<file path="src/rtl/reg_fifo_rd.sv">
// Register-based FWFT buffer: enable-strobed writes in, valid/ready reads out.
// Writes arriving while full are dropped and latch a sticky overflow flag.
module reg_fifo_rd #(
    parameter int unsigned DATA_WIDTH = 32,
    parameter int unsigned DEPTH      = 4
) (
    input  logic                         i_clk,
    input  logic                         i_rst_n,
    input  logic                         i_en,
    input  logic [DATA_WIDTH-1:0]        i_data,
    output logic                         o_full,
    output logic                         o_ovf,
    output logic                         o_valid,
    input  logic                         i_ready,
    output logic [DATA_WIDTH-1:0]        o_data,
    output logic [$clog2(DEPTH):0]       o_count
);

    localparam int unsigned PtrW = $clog2(DEPTH);
    localparam int unsigned CntW = PtrW + 1;

    logic [DATA_WIDTH-1:0] mem_q [DEPTH];
    logic [PtrW-1:0]       wr_ptr_q, wr_ptr_d;
    logic [PtrW-1:0]       rd_ptr_q, rd_ptr_d;
    logic [CntW-1:0]       count_q, count_d;
    logic                  ovf_q, ovf_d;
    logic                  push, pop;

    // Flags come from the count register only, so they never follow inputs combinationally.
    assign o_valid = (count_q != '0);
    assign o_full  = (count_q == CntW'(DEPTH));
    assign o_count = count_q;
    assign o_ovf   = ovf_q;
    assign o_data  = mem_q[rd_ptr_q];

    assign push = i_en && !o_full;
    assign pop  = o_valid && i_ready;

    always_comb begin
        wr_ptr_d = wr_ptr_q;
        rd_ptr_d = rd_ptr_q;
        count_d  = count_q;
        ovf_d    = ovf_q;
        if (push) begin
            wr_ptr_d = wr_ptr_q + PtrW'(1);
        end
        if (pop) begin
            rd_ptr_d = rd_ptr_q + PtrW'(1);
        end
        unique case ({push, pop})
            2'b10:   count_d = count_q + CntW'(1);
            2'b01:   count_d = count_q - CntW'(1);
            default: count_d = count_q;
        endcase
        if (i_en && o_full) begin
            ovf_d = 1'b1;
        end
    end

    always_ff @(posedge i_clk or negedge i_rst_n) begin
        if (!i_rst_n) begin
            wr_ptr_q <= '0;
            rd_ptr_q <= '0;
            count_q  <= '0;
            ovf_q    <= 1'b0;
        end else begin
            wr_ptr_q <= wr_ptr_d;
            rd_ptr_q <= rd_ptr_d;
            count_q  <= count_d;
            ovf_q    <= ovf_d;
        end
    end

    always_ff @(posedge i_clk or negedge i_rst_n) begin
        if (!i_rst_n) begin
            for (int i = 0; i < int'(DEPTH); i++) begin
                mem_q[i] <= '0;
            end
        end else if (push) begin
            mem_q[wr_ptr_q] <= i_data;
        end
    end

endmodule

</file>
<file path="config.mk">
export PLATFORM = sky130hd
export DESIGN_NAME = reg_fifo_rd
export DESIGN_NICKNAME = d
export VERILOG_FILES = /design/src/rtl/reg_fifo_rd.sv
export SDC_FILE = /design/constraint.sdc
export NUM_CORES = 1
export LEC_CHECK = 0
export BUFFER_PORTS_ARGS = -buffer_cell sky130_fd_sc_hd__buf_2
export CORE_MARGIN = 3
export CORE_UTILIZATION = 50
export CTS_CLUSTER_SIZE = 20
export DETAILED_ROUTE_END_ITERATION = 10
export PLACE_DENSITY = 0.81
export REMOVE_ABC_BUFFERS = 1
export SLEW_MARGIN = 15
export SYNTH_ARGS = -nofsm -noshare
export SYNTH_HDL_FRONTEND = slang
export SYNTH_SLANG_ARGS = --single-unit
</file>
<file path="constraint.sdc">
create_clock -name i_clk -period 2.27 [get_ports i_clk]
set_input_delay 0.1135 -clock i_clk [delete_from_list [all_inputs] [get_ports i_clk]]
set_output_delay 0.1135 -clock i_clk [all_outputs]
set_load 0.01 [all_outputs]
</file>
==> run metrics <==
post-cts hold buffer count 34; Syn Std Cell Area approximately 6000 um^2; FP Rows 39; first-pass GRT wire length 19.80 mm; Reg clk slew, reported paths 50 ps; CP Cell Sequence nor3b_2 -> nand2b_1 -> ha_1 -> inv_1 -> fa_1 -> xor2_1 -> nor2_1 -> xor2_1; #FFs+latches synth 136; share of power burned in registers 0.367; area of the multi-input gates 2427 um^2; die extent in y 115.0 um; setup bufs post-CTS 0; critical path capture point type flip-flop; WL final 11.96 mm; largest net degree at the start of global routing 81; Die ar. 13230 um^2; RSZ-0062 raised after global routing false; Final ANT Viol Nets 0; Initial Util 0.5162; slew margin rel. 0.5142; post-DP HPWL 7.658 mm; slack of the critical path about 240 ps; CP most frequent cell xor2_1; post-CTS sizing 0; # setup viols final 0; IR drop worst, VDD 0.8346 mV; slowest stage cell on the critical path dfrtp_1; critical path required time ~2600 ps; yosys warns 0; Yosys cell types 19; CTS max path bufs 2; CP max FO 6; # DRC 0; wire per inst 19.10 um; pre-CTS WS 238.6 ps; Worst Hold Class in -> reg; share of layout cells above drive strength 1 0.5904; core box area 11520 um^2; FILL cells 821; vias per cell ~5.5; CTS H-tree depth 4; root buffer cell clkbuf_16; initial antenna violation count 2; Initial DRC Count 226; worst-margin pin slew 728.7 ps; Syn Area/Cell 16.98 um^2; First-pass DRT Iterations 4; Largest stage delay, worst path 440 ps; f_max 491.7 MHz; # IOs 74; NetSw 3.617 mW; pwr/cell area 1593 nW/um^2; synth-to-layout area growth 26.14%; Max Cap Viol 0; final worst-path cycle share 0.8959; Final nets 511; register area share after synthesis 0.5725; GR peak layer met2; count of pins over their slew limit 0; total gr overflow 0; Crit Path Class reg -> reg; Worst-Skew Late Latency 410 ps; clock sink count 136; status complete, no violations; Final Critical Period slightly above 2000 ps; Net Sw Frac 0.3028; overall power 11.94 mW; vias between 3000 and 4000; clock network power share 0.236; element type at the critical path start flip-flop; P_int 8.327 mW; GPL Wtd Cong 0.7410; arrival time worst endpoint 2370 ps; IO buf count 73; met1 Use GR 0.2513; met3 GRT Util 0.05684; TritonCTS Buffers 17; Leak 3.247 nW; CTS tree yes; GRT Total Usage 0.1986; Die X 115.0 um; Mapped Cells 350; Clock Skew 3.767 ps; Sequential cell area 3406 um^2; vias in the first global route ~3900; endpoints failing hold 0; GR Layer Usage met2 0.3268; combinational share of power 0.397
## final cells by class
| cell class | instances | area share |
|---|---|---|
| flip-flops and latches | 136 | 0.4542 |
| multi-input cells | 189 | 0.3237 |
| repair buffers | 120 | 0.1130 |
| clock buffers | 23 | 0.06641 |
| well taps | 143 | 0.02386 |
| clock inverters | 8 | 0.01568 |
| inverters | 5 | 0.002503 |
| diodes | 2 | 0.0006674 |
## path summary, 6_finish.rpt
check	slack, ps	cells after the start	end	from
min in group asynchronous	320	2	mem_q[104]	i_rst_n
min reg2reg	460	1	o_ovf	o_ovf
max in group asynchronous	1230	3	mem_q[120]	i_rst_n
min	100	3	rd_ptr_q[0]	i_ready
max reg2reg	240	8	o_count[2]	o_count[0]
max	240	8	o_count[2]	o_count[0]
## per-layer routing
| layer | vias up | part of all wire |
|---|---|---|
| li1 | 1532 | - |
| met2 | 71 | 0.51 |
| met1 | 1805 | 0.44 |
| met4 | 0 | 0.016 |
| met3 | 18 | 0.041 |
| met5 | - | 0 |
## power by group through the flow
stage,Sequential [mW],Clock (mW),Combinational [mW]
floorplan,4.35,0,3.16
global placement,4.30,0,4.60
detailed placement,4.43,0,4.74
CTS,4.40,2.87,4.82
global route,4.56,3.00,5.12
finish,4.39,2.82,4.74
## worst max-delay path: cells and delay by family (launching register included)
| family | cells | cell delay [ps] |
|---|---|---|
| AND/OR/NAND/NOR | 3 | 550 |
| buffers and inverters | 1 | 70 |
| XOR/XNOR | 2 | 310 |
| adder cells (fa/ha/maj) | 2 | 590 |
| flip-flops | 1 | 440 |
## state kept, by name, summed over array words and instances, names as in the netlist
signal / count
o_count: 3
rd_ptr_q: 2
wr_ptr_q: 2
o_ovf: 1
mem_q: 128
## synth_stat cells (all sizes together)
library cell	number	area [um^2]
or3	1	6.260
inv	5	18.77
dfrtp	136	3403
a21o	1	7.510
mux2i	1	10.01
nand2	5	18.77
xnor2	3	26.28
fa	1	20.02
nor2	5	18.77
mux2	129	1453
o31a	1	8.760
clkbuf	4	15.01
nand2b	1	6.260
ha	5	62.56
nor3b	1	12.51
mux4	32	720.7
buf	16	110.1
xor2	3	26.28
## cells by family after synthesis
group / Yosys count / synth area share
compound gates: 2 / 0.002737
mux: 162 / 0.3673
buf+inv: 25 / 0.02421
fa+ha+maj: 6 / 0.01389
xor+xnor: 6 / 0.008842
flops: 136 / 0.5725
simple gates: 13 / 0.01053
## per-stage QoR
| step | instance area (um^2) | instances | hold slack [ps] | setup TNS [ps] | util |
|---|---|---|---|---|---|
| after floorplan | 5819 | 330 | -182.1 | -39940 | - |
| after detailed placement | 6538 | 559 | 207.7 | 0 | 0.5677 |
| after global routing | 7498 | 626 | 115.3 | 0 | 0.6511 |
| after CTS | 7493 | 624 | 87.91 | 0 | 0.6507 |
| final | 7498 | 626 | 100.8 | 0 | 0.6511 |
| after global placement | 6538 | 559 | 190.4 | 0 | 0.5677 |
## placed cells by master (no fill, tap or decap)
cell type      instances
nor2_1                 1
xnor2_1                3
mux2i_1                1
mux2_2               129
clkbuf_8               5
bufinv_16              3
nand2_1                5
ha_1                   5
a21o_1                 1
o31a_1                 1
diode_2                2
dlygate4sd3_1         34
inv_1                  5
dfrtp_1              134
buf_12                 3
nor3b_2                1
clkbuf_1               1
or3_1                  1
buf_2                 72
mux4_2                32
nand2b_1               1
clkinv_2               4
nor2_4                 4
dfrtp_2                2
buf_6                  1
fa_1                   1
xor2_1                 3
clkinvlp_4             1
buf_4                 10
clkbuf_16             17
Note: power is estimated with default switching activity, not from simulation.
